--- src/rtl/cache_arbiter_if.sv ---
// Bus bundle between the two L1 caches, the cache arbiter and the unified L2.
// The arbiter uses the "slave" view: it accepts L1 requests and issues L2
// requests. The "master" view is the environment: both L1 caches plus L2.
interface cache_arbiter_if #(
    parameter int ADDR_W = 16,
    parameter int LINE_W = 128
);
    // L1 I-cache side
    logic              i_read;
    logic [ADDR_W-1:0] i_address;
    logic [LINE_W-1:0] i_rdata;
    logic              i_resp;

    // L1 D-cache side
    logic              d_read;
    logic              d_write;
    logic [ADDR_W-1:0] d_address;
    logic [LINE_W-1:0] d_wdata;
    logic [LINE_W-1:0] d_rdata;
    logic              d_resp;

    // Unified L2 side
    logic              l2_read;
    logic              l2_write;
    logic [ADDR_W-1:0] l2_address;
    logic [LINE_W-1:0] l2_wdata;
    logic [LINE_W-1:0] l2_rdata;
    logic              l2_resp;

    modport slave (
        input  i_read, i_address,
        output i_rdata, i_resp,
        input  d_read, d_write, d_address, d_wdata,
        output d_rdata, d_resp,
        output l2_read, l2_write, l2_address, l2_wdata,
        input  l2_rdata, l2_resp
    );

    modport master (
        output i_read, i_address,
        input  i_rdata, i_resp,
        output d_read, d_write, d_address, d_wdata,
        input  d_rdata, d_resp,
        input  l2_read, l2_write, l2_address, l2_wdata,
        output l2_rdata, l2_resp
    );
endinterface

--- src/rtl/cache_arbiter.sv ---
// Cache arbiter: funnels line misses/writebacks from the split L1 I/D caches
// onto the single unified L2 port, one transaction at a time, with
// round-robin priority between the two L1s when both request together.
module cache_arbiter #(
    parameter int ADDR_W  = 16,
    parameter int LINE_W  = 128,
    parameter bit D_FIRST = 1'b1
) (
    input  logic           clk,
    input  logic           reset,
    cache_arbiter_if.slave bus
);

    typedef enum logic [1:0] {
        ST_IDLE = 2'd0,
        ST_BUSY = 2'd1,
        ST_DONE = 2'd2
    } state_t;

    localparam logic OWNER_I = 1'b0;
    localparam logic OWNER_D = 1'b1;

    // last_grant starts on the side that should lose the first contention
    localparam logic LAST_GRANT_RST = D_FIRST ? OWNER_I : OWNER_D;

    state_t            state_r,      state_s;
    logic              owner_r,      owner_s;
    logic              op_write_r,   op_write_s;
    logic              last_grant_r, last_grant_s;
    logic [ADDR_W-1:0] addr_r,       addr_s;
    logic [LINE_W-1:0] wdata_r,      wdata_s;
    logic [LINE_W-1:0] i_rdata_r,    i_rdata_s;
    logic [LINE_W-1:0] d_rdata_r,    d_rdata_s;
    logic              l2_read_r,    l2_read_s;
    logic              l2_write_r,   l2_write_s;
    logic              i_resp_r,     i_resp_s;
    logic              d_resp_r,     d_resp_s;

    logic              i_req_s;
    logic              d_req_s;
    logic              grant_d_s;
    logic              d_is_write_s;

    // Request decode and round-robin choice of the winner in IDLE
    always_comb begin
        i_req_s      = bus.i_read;
        d_req_s      = bus.d_read | bus.d_write;
        // d_read together with d_write is illegal; the write wins
        d_is_write_s = bus.d_write;
        if (i_req_s && d_req_s) begin
            grant_d_s = (last_grant_r == OWNER_I);
        end else begin
            grant_d_s = d_req_s;
        end
    end

    // Next-state and next-register logic for the IDLE/BUSY/DONE controller
    always_comb begin
        state_s      = state_r;
        owner_s      = owner_r;
        op_write_s   = op_write_r;
        last_grant_s = last_grant_r;
        addr_s       = addr_r;
        wdata_s      = wdata_r;
        i_rdata_s    = i_rdata_r;
        d_rdata_s    = d_rdata_r;
        l2_read_s    = l2_read_r;
        l2_write_s   = l2_write_r;
        i_resp_s     = 1'b0;
        d_resp_s     = 1'b0;

        case (state_r)
            ST_IDLE: begin
                if (i_req_s || d_req_s) begin
                    owner_s      = grant_d_s;
                    last_grant_s = grant_d_s;
                    if (grant_d_s) begin
                        op_write_s = d_is_write_s;
                        addr_s     = bus.d_address;
                        if (d_is_write_s) begin
                            wdata_s = bus.d_wdata;
                        end else begin
                            wdata_s = wdata_r;
                        end
                    end else begin
                        op_write_s = 1'b0;
                        addr_s     = bus.i_address;
                        wdata_s    = wdata_r;
                    end
                    l2_write_s = grant_d_s & d_is_write_s;
                    l2_read_s  = ~(grant_d_s & d_is_write_s);
                    state_s    = ST_BUSY;
                end else begin
                    state_s = ST_IDLE;
                end
            end

            ST_BUSY: begin
                // L1 inputs are not looked at here; the latched request is held
                if (bus.l2_resp) begin
                    l2_read_s  = 1'b0;
                    l2_write_s = 1'b0;
                    state_s    = ST_DONE;
                    if (owner_r == OWNER_D) begin
                        d_resp_s = 1'b1;
                        if (!op_write_r) begin
                            d_rdata_s = bus.l2_rdata;
                        end else begin
                            d_rdata_s = d_rdata_r;
                        end
                    end else begin
                        i_resp_s  = 1'b1;
                        i_rdata_s = bus.l2_rdata;
                    end
                end else begin
                    state_s = ST_BUSY;
                end
            end

            ST_DONE: begin
                // resp is high for this single cycle; the L1 drops its request now
                state_s = ST_IDLE;
            end

            default: begin
                state_s    = ST_IDLE;
                l2_read_s  = 1'b0;
                l2_write_s = 1'b0;
            end
        endcase
    end

    // State and datapath registers with synchronous reset
    always_ff @(posedge clk) begin
        if (reset) begin
            state_r      <= ST_IDLE;
            owner_r      <= OWNER_I;
            op_write_r   <= 1'b0;
            last_grant_r <= LAST_GRANT_RST;
            addr_r       <= {ADDR_W{1'b0}};
            wdata_r      <= {LINE_W{1'b0}};
            i_rdata_r    <= {LINE_W{1'b0}};
            d_rdata_r    <= {LINE_W{1'b0}};
            l2_read_r    <= 1'b0;
            l2_write_r   <= 1'b0;
            i_resp_r     <= 1'b0;
            d_resp_r     <= 1'b0;
        end else begin
            state_r      <= state_s;
            owner_r      <= owner_s;
            op_write_r   <= op_write_s;
            last_grant_r <= last_grant_s;
            addr_r       <= addr_s;
            wdata_r      <= wdata_s;
            i_rdata_r    <= i_rdata_s;
            d_rdata_r    <= d_rdata_s;
            l2_read_r    <= l2_read_s;
            l2_write_r   <= l2_write_s;
            i_resp_r     <= i_resp_s;
            d_resp_r     <= d_resp_s;
        end
    end

    assign bus.l2_read    = l2_read_r;
    assign bus.l2_write   = l2_write_r;
    assign bus.l2_address = addr_r;
    assign bus.l2_wdata   = wdata_r;
    assign bus.i_rdata    = i_rdata_r;
    assign bus.i_resp     = i_resp_r;
    assign bus.d_rdata    = d_rdata_r;
    assign bus.d_resp     = d_resp_r;

endmodule

--- src/flat_wrapper.sv ---
// flat-port wrapper written by rule: the top's interface ports become plain ports
module cache_arbiter_flat 
#(
    parameter int ADDR_W  = 16,
    parameter int LINE_W  = 128,
    parameter bit D_FIRST = 1'b1
)
  (clk, reset, bus_i_read, bus_i_address, bus_i_rdata, bus_i_resp, bus_d_read, bus_d_write, bus_d_address, bus_d_wdata, bus_d_rdata, bus_d_resp, bus_l2_read, bus_l2_write, bus_l2_address, bus_l2_wdata, bus_l2_rdata, bus_l2_resp);
  cache_arbiter_if #(.ADDR_W(ADDR_W), .LINE_W(LINE_W)) bus_i ();
  input  logic clk;
  input  logic reset;
  input wire logic [$bits(bus_i.i_read)-1:0] bus_i_read;
  input wire logic [$bits(bus_i.i_address)-1:0] bus_i_address;
  output wire logic [$bits(bus_i.i_rdata)-1:0] bus_i_rdata;
  output wire logic [$bits(bus_i.i_resp)-1:0] bus_i_resp;
  input wire logic [$bits(bus_i.d_read)-1:0] bus_d_read;
  input wire logic [$bits(bus_i.d_write)-1:0] bus_d_write;
  input wire logic [$bits(bus_i.d_address)-1:0] bus_d_address;
  input wire logic [$bits(bus_i.d_wdata)-1:0] bus_d_wdata;
  output wire logic [$bits(bus_i.d_rdata)-1:0] bus_d_rdata;
  output wire logic [$bits(bus_i.d_resp)-1:0] bus_d_resp;
  output wire logic [$bits(bus_i.l2_read)-1:0] bus_l2_read;
  output wire logic [$bits(bus_i.l2_write)-1:0] bus_l2_write;
  output wire logic [$bits(bus_i.l2_address)-1:0] bus_l2_address;
  output wire logic [$bits(bus_i.l2_wdata)-1:0] bus_l2_wdata;
  input wire logic [$bits(bus_i.l2_rdata)-1:0] bus_l2_rdata;
  input wire logic [$bits(bus_i.l2_resp)-1:0] bus_l2_resp;
  assign bus_i.i_read = bus_i_read;
  assign bus_i.i_address = bus_i_address;
  assign bus_i_rdata = bus_i.i_rdata;
  assign bus_i_resp = bus_i.i_resp;
  assign bus_i.d_read = bus_d_read;
  assign bus_i.d_write = bus_d_write;
  assign bus_i.d_address = bus_d_address;
  assign bus_i.d_wdata = bus_d_wdata;
  assign bus_d_rdata = bus_i.d_rdata;
  assign bus_d_resp = bus_i.d_resp;
  assign bus_l2_read = bus_i.l2_read;
  assign bus_l2_write = bus_i.l2_write;
  assign bus_l2_address = bus_i.l2_address;
  assign bus_l2_wdata = bus_i.l2_wdata;
  assign bus_i.l2_rdata = bus_l2_rdata;
  assign bus_i.l2_resp = bus_l2_resp;
  cache_arbiter #(.ADDR_W(ADDR_W), .LINE_W(LINE_W), .D_FIRST(D_FIRST)) u_core (.clk(clk), .reset(reset), .bus(bus_i));
endmodule
--- config.mk ---
export PLATFORM = sky130hd
export DESIGN_NAME = cache_arbiter_flat
export DESIGN_NICKNAME = d
export VERILOG_FILES = /design/src/rtl/cache_arbiter_if.sv /design/src/rtl/cache_arbiter.sv /design/src/flat_wrapper.sv
export SDC_FILE = /design/constraint.sdc
export NUM_CORES = 1
export LEC_CHECK = 0
export CORE_AREA = 2 2 272 274
export DETAILED_ROUTE_END_ITERATION = 16
export DIE_AREA = 0 0 274 276
export PLACE_DENSITY = 0.54
export REMOVE_ABC_BUFFERS = 1
export SLEW_MARGIN = 20
export SYNTH_ARGS = -nofsm -noshare
export SYNTH_HDL_FRONTEND = slang
export SYNTH_SLANG_ARGS = --single-unit
--- constraint.sdc ---
create_clock -name clk -period 1.2 [get_ports clk]
set_input_delay 0.18 -clock clk [delete_from_list [all_inputs] [get_ports clk]]
set_output_delay 0.18 -clock clk [all_outputs]
set_load 0.02 [all_outputs]
==> impl_metrics.toml, run 1 <==
[flow_run]
maxCapViolCount = 0

[cts]
root_buffer = "clkbuf_16"
cts_tree = "yes"
cts_made_buffers = 46
clkSinkCount = 408
htree_levels = 2
clockBufferDepth = 3
clock_latency_ns = 0.57
clk_pin_slew_ns = 0.06

[sta]
grt_setup_unrepaired = "yes"
hold_viol = 0
slew_viol_final = 0
worst_clock_skew_ns = 0.0162
worstMarginPinSlew_ns = 0.347
relSlewSlack_pct = 76.9
fin_crit_sh_pct = 124
min_period_ns = 1.49
layout_setup_ws_ns = -0.289
holdWs_ns = 0.170
max_freq_ghz = 0.672
setup_violations = 540

[worst_setup_path]
arrival_ns = 1.98
crit_type = "reg -> reg"
cp_max_fo = 12
required_ns = 1.69
critPathMostFrequentCell = "buf_12"
crit_slowest_cell = "dfxtp_4"
worstSetupStartpointType = "flip-flop"
crit_path_cell_trace = "buf_12, a21boi_4, buf_12, buf_4, nand3_1, a21oi_1"
end_kind = "flip-flop"
cp_slowest_stage_delay_ns = 0.36

[synthesis]
ys.flop_type = "dfxtp_1"
syn-cell-area_um2 = 15100
syn_area_per_cell_um2 = 8.14
ys_seq_area_share_pct = 54.2
synth-edff-count = 0
ys_async_sr_fraction_pct = 0
syn_inst = 1851
ys_warn_count = 0
yosys_register_bits = 408
synth.distinct_cells = 30

[worst_hold_path]
hold_path.class = "in -> reg"

[global_route]
grt_pass1_wl_mm = 104
grt_pass1_vias = 17100
globalRouteOverflowTotal = 0
grt_max_degree = 66
grt_antenna_before_repair = 10
grt_usage_pct = 17.8

[floorplan]
fp.dieW_um = 274
io_pins = 698
start_util_pct = 20.8
fp.dieH_um = 276
core.rowCount = 99
die-area_um2 = 75600
core_area_um2 = 72600

[power]
vdd_drop_max_v = 0.000981
p_per_area_nw_per_um2 = 1310
p_leak_nw = 10.9
power.total_w = 0.0373

[final_layout]
syn_to_final_growth_pct = 89.4
post-route-util_pct = 39.3
finalNonFillerCells = 3624
layout-drive-gt1-share_pct = 45.9
num-nets-final = 2925

[detailed_routing]
wl_mm = 73.2
vias_per_cell = 4.69
drc = 0
drt-wirelength-per-cell_um = 20.2
drt_iter0_markers = 819
num_vias = 17000
ant_nets = 0
dr.pass1.iters = 5

[placement]
pre_cts_ws_ns = -0.578
post-dp-hpwl_mm = 51.7
port_buffers = 697
place.gp.congestion = 0.846
dp_cells = 3470

[outcome]
outcome = "finished, violations left"
violations = "setup timing"
==> cells by family after synthesis <==
family,after synthesis,share of synthesized area [%]
AOI/OAI and AO/OA,686,23.5
and+or+nand+nor,563,16.5
DFF,408,54.2
buffers and inverters,194,5.79
==> metal layers <==
| layer | global-route usage (%) | vias up | part of all wire [%] |
|---|---|---|---|
| met5 | 0 | - | 0.074 |
| met1 | 19.7 | 8152 | 38 |
| li1 | - | 8020 | - |
| met4 | 6.24 | 8 | 3.4 |
| met2 | 31.9 | 690 | 50 |
| met3 | 5.33 | 114 | 8.2 |
==> final cells by class <==
class,instances,area (um^2)
Antenna cell,1,2.50
Clock buffer,66,1340
Clock inverter,15,133
Fill cell,7203,44000
Multi-Input combinational cell,1249,6800
Sequential cell,408,8640
Tap cell,959,1200
Timing Repair Buffer,926,10400
==> worst paths after layout <==
kind,start,endpoint,slack [ns],depth (start not counted)
worst min-delay path,bus_d_wdata[126],u_core.bus.l2_wdata[126]$_SDFFE_PP0P_,0.17,3
worst min register to register,u_core.bus.i_rdata[36]$_SDFFE_PP0P_,u_core.bus.i_rdata[36]$_SDFFE_PP0P_,0.46,2
worst max-delay path,u_core.owner_r$_SDFFE_PP0P_,u_core.bus.l2_wdata[107]$_SDFFE_PP0P_,-0.29,6
worst max register to register,u_core.owner_r$_SDFFE_PP0P_,u_core.bus.l2_wdata[107]$_SDFFE_PP0P_,-0.29,6
==> placed cells by master, fill, tap and decap left out, types with 36 or more instances in the layout <==
cell,Yosys,layout
nand3_1,258,225
a21oi_1,405,342
buf_12,0,68
dfxtp_1,408,36
clkdlybuf4s50_1,0,292
dfxtp_2,0,368
a21oi_2,0,63
nand2_1,289,264
buf_6,0,383
buf_4,9,151
clkbuf_16,0,60
o21ai_1,221,217
==> worst max-delay path, delay by kind of cell, from the launching register on <==
family | cells | cell delay, ns
buffers and inverters | 3 | 0.57
DFF | 1 | 0.36
AOI/OAI and AO/OA | 2 | 0.33
and+or+nand+nor | 1 | 0.13
==> power breakdown <==
group | internal [W] | switching, W | leakage [nW]
Combinational | 0.00415 | 0.00432 | 6.63
Sequential | 0.0143 | 0.000521 | 3.49
Clock | 0.00815 | 0.00579 | 0.736
Total | 0.0266 | 0.0106 | 10.9
==> Yosys cell counts, types with 2 or more instances <==
cell,instances,area [um^2]
clkbuf_1,87,327
nand2_1,289,1080
clkbuf_2,3,15.0
buf_2,85,425
a311oi_1,16,140
o21ai_1,221,1110
buf_1,10,37.5
o211ai_1,2,15.0
nand3_1,258,1290
nor2_1,4,15.0
buf_4,9,67.6
dfxtp_1,408,8170
o21ai_0,38,190
a21oi_1,405,2030
==> sequential cells by signal, indices dropped and copies added, names as in the netlist, 2 cells and up <==
name and count:
u_core.bus.l2_wdata 128, u_core.bus.i_rdata 128, u_core.bus.l2_address 16, u_core.bus.d_rdata 128, u_core.state_r 2
==> stage by stage <==
| step | cell area [um^2] | setup TNS [ns] |
|---|---|---|
| after detailed placement | 24300 | -195.94 |
| after floorplan | 14200 | -1477.92 |
| after global placement | 24300 | -177.76 |
| after global routing | 28500 | -121.27 |
| final | 28500 | -75.55 |
| after CTS | 27400 | -91.15 |
==> what timing repair did <==
action | CTS | global route
hold endpoints to repair | 10 | 0
cloned | 3 | 14
setup endpoints to repair | 811 | 811
pin swaps | 8 | 88
resized for setup | 2683 | 182
hold buffers | 1 | 0
setup buffers | 48 | 7
Power figures use the tool's default switching activity.
==> run 2: changes to the inputs <==
--- a/config.mk
+++ b/config.mk
@@ -5,12 +5,12 @@
 export SDC_FILE = /design/constraint.sdc
 export NUM_CORES = 1
 export LEC_CHECK = 0
-export CORE_AREA = 2 2 272 274
+export CORE_AREA = 4 4 266 268
 export DETAILED_ROUTE_END_ITERATION = 16
-export DIE_AREA = 0 0 274 276
-export PLACE_DENSITY = 0.54
+export DIE_AREA = 0 0 270 272
+export PLACE_DENSITY = 0.48
 export REMOVE_ABC_BUFFERS = 1
-export SLEW_MARGIN = 20
+export SLEW_MARGIN = 30
 export SYNTH_ARGS = -nofsm -noshare
 export SYNTH_HDL_FRONTEND = slang
 export SYNTH_SLANG_ARGS = --single-unit
==> run 2 against run 1 <==
Effect of this change:
- the flow still finishes with violations (setup timing)
- power grew 5.1%
- worst hold slack worse by 0.11 ns
- routed wire length is 6.7% higher
- worst setup slack worse by 0.046 ns
- design area is 3.5% higher
- die area is 2.9% lower
- highest routed layer unchanged
- largest cell class unchanged
==> impl_metrics.toml, run 2 (synthesis results as in run 1) <==
[worst_setup_path]
end_kind = "flip-flop"
cp_slowest_stage_delay_ns = 0.33
timing.reg2reg.worst_path_depth = 5
r2r_start = "u_core.state_r[0]$_SDFF_PP0_"
worstSetupStartpointType = "flip-flop"
crit_slowest_cell = "dfxtp_2"
crit_path_cell_trace = "buf_6, or2_4, buf_16, o21ai_1, a21oi_2"
required_ns = 1.66
crit_type = "reg -> reg"
rrSetupSlack_ns = -0.34
r2r-end = "u_core.bus.l2_wdata[2]$_SDFFE_PP0P_"
cp_max_fo = 66
worstSetupEndpoint = "u_core.bus.l2_wdata[2]$_SDFFE_PP0P_"
arrival_ns = 2.00
startpoint = "u_core.state_r[0]$_SDFF_PP0_"

[global_route]
grt_antenna_before_repair = 18
globalRouteOverflowTotal = 0
grt_pass1_vias = 16900
grt_pass1_wl_mm = 109
grt_usage_pct = 19.1
grt_max_degree = 67

[final_layout]
final_common_cell = "buf_6"
post-route-util_pct = 43.2
num-nets-final = 2958
most-common-layout-cells = "buf_6, dfxtp_2, a21oi_1"
design_area_um2 = 29500
syn_to_final_growth_pct = 96.0
layout-drive-gt1-share_pct = 48.0
fillerInstances = 6585

[sta]
slew_viol_final = 0
grt_setup_unrepaired = "yes"
tns_ns = -82.56
worst_clock_skew_ns = 0.0131
fin_crit_sh_pct = 128
min_period_ns = 1.54
relSlewSlack_pct = 69.0
max_freq_ghz = 0.651
hold_viol = 0
layout_setup_ws_ns = -0.335
setup_violations = 731
worstMarginPinSlew_ns = 0.465

[floorplan]
io_pins = 698
die-area_um2 = 73400
start_util_pct = 22.1
core.rowCount = 96
fp.dieW_um = 270
core_area_um2 = 68300
fp.dieH_um = 272

[cts]
cts_made_buffers = 49
clockBufferDepth = 3
clk_pin_slew_ns = 0.07
root_buffer = "clkbuf_16"
clock_latency_ns = 0.59
ctsHoldBuffers = 0
clkSinkCount = 408
htree_levels = 2
cts_tree = "yes"

[detailed_routing]
num_vias = 17200
wl_mm = 78.1
ant_nets = 0
vias_per_cell = 4.78
drt_iter0_markers = 1045
drt-wirelength-per-cell_um = 21.8
dr.pass1.iters = 5
drc = 0

[power]
p_clk_share_pct = 38.8
comb_power_share_pct = 23.2
vdd_drop_max_v = 0.00102
swShare_pct = 28.8
p_leak_nw = 11.1
pwr-share-seq_pct = 38.0
p_int_w = 0.0279
power.switching_w = 0.0113
power.total_w = 0.0392
p_per_area_nw_per_um2 = 1330

[placement]
pre_cts_ws_ns = -0.568
dpl_cell_area_um2 = 24500
port_buffers = 697
post-dp-hpwl_mm = 53.9
place.gp.congestion = 0.810

[worst_hold_path]
hold_path.class = "in -> reg"

[outcome]
outcome = "finished, violations left"
violations = "setup timing"

[flow_run]
maxCapViolCount = 0
[run 2: changes by cell type in the layout (fill, tap and decap cells not counted), sizes merged]
| cell | delta |
|---|---|
| dlygate4sd3 | -1 |
| clkinv | -5 |
| diode | +3 |
| clkinvlp | +5 |
| buf | +23 |
| clkbuf | +16 |
[run 2: what timing repair did]
item / 4_1_cts / 5_1_grt
setup endpoints to repair: 811 / 811
resized for setup: 2578 / 213
cloned: 11 / 25
pin swaps: 25 / 38
buffers inserted: 55 / 13
[run 2: worst min path at each step]
stage / startpoint / to / slack [ns] / cells past startpoint
floorplan: reset / u_core.bus.d_rdata[0]$_SDFFE_PP0P_ / 0.25 / 1
global placement: u_core.bus.i_rdata[97]$_SDFFE_PP0P_ / u_core.bus.i_rdata[97]$_SDFFE_PP0P_ / 0.44 / 2
detailed placement: u_core.bus.i_rdata[6]$_SDFFE_PP0P_ / u_core.bus.i_rdata[6]$_SDFFE_PP0P_ / 0.45 / 2
CTS: reset / u_core.bus.i_rdata[88]$_SDFFE_PP0P_ / 0.04 / 3
global route: reset / u_core.bus.l2_wdata[91]$_SDFFE_PP0P_ / 0.03 / 3
finish: reset / u_core.bus.l2_wdata[91]$_SDFFE_PP0P_ / 0.06 / 3
[run 2: per-stage QoR]
stage          hold slack, ns  cells
2_1_floorplan           0.249   1657
3_3_place_gp            0.442   3393
3_5_place_dp            0.446   3393
4_1_cts                0.0372   3548
5_1_grt                0.0308   3586
6_report               0.0588   3588
[run 2: per-layer routing]
| metal | vias up | global-route usage [%] | share of wire (%) |
|---|---|---|---|
| li1 | 8120 | - | - |
| met1 | 8240 | 20.8 | 37 |
| met2 | 652 | 34.5 | 51 |
| met3 | 121 | 7.14 | 8.8 |
| met4 | 26 | 5.60 | 2.9 |
| met5 | - | 0 | 0.21 |
[run 2: area by class of cell]
type	instances	area [um^2]	share of cell area, %
antenna	4	10.0	0.0339
clock buffer	74	1490	5.05
clock inverter	15	149	0.504
multi-input combinational	1249	7010	23.7
sequential	408	8610	29.1
tap	882	1100	3.74
timing repair buffer	956	11200	37.8
[run 2: worst max-delay path: cells and delay by family (launching register included)]
family	cells	cell delay, ns
buffers and inverters	2	0.32
and+or+nand+nor	1	0.28
AOI/OAI and AO/OA	2	0.38
DFF	1	0.33
[run 2: power by group through the flow]
stage          clock network (W)  logic (W)  registers, W
2_1_floorplan                  0    0.00180        0.0156
3_3_place_gp                   0    0.00744        0.0149
3_5_place_dp                   0    0.00747        0.0149
4_1_cts                   0.0156    0.00829        0.0148
5_1_grt                   0.0162    0.00960        0.0149
6_report                  0.0152    0.00910        0.0149
==> run 3: changes to the inputs <==
--- a/config.mk
+++ b/config.mk
@@ -5,6 +5,7 @@
 export SDC_FILE = /design/constraint.sdc
 export NUM_CORES = 1
 export LEC_CHECK = 0
+export ABC_CLOCK_PERIOD_IN_PS = 1200
 export CORE_AREA = 4 4 266 268
 export DETAILED_ROUTE_END_ITERATION = 16
 export DIE_AREA = 0 0 270 272
==> results of run 3 <==
No change in the layout: final DEF, timing and power equal those of run 2.
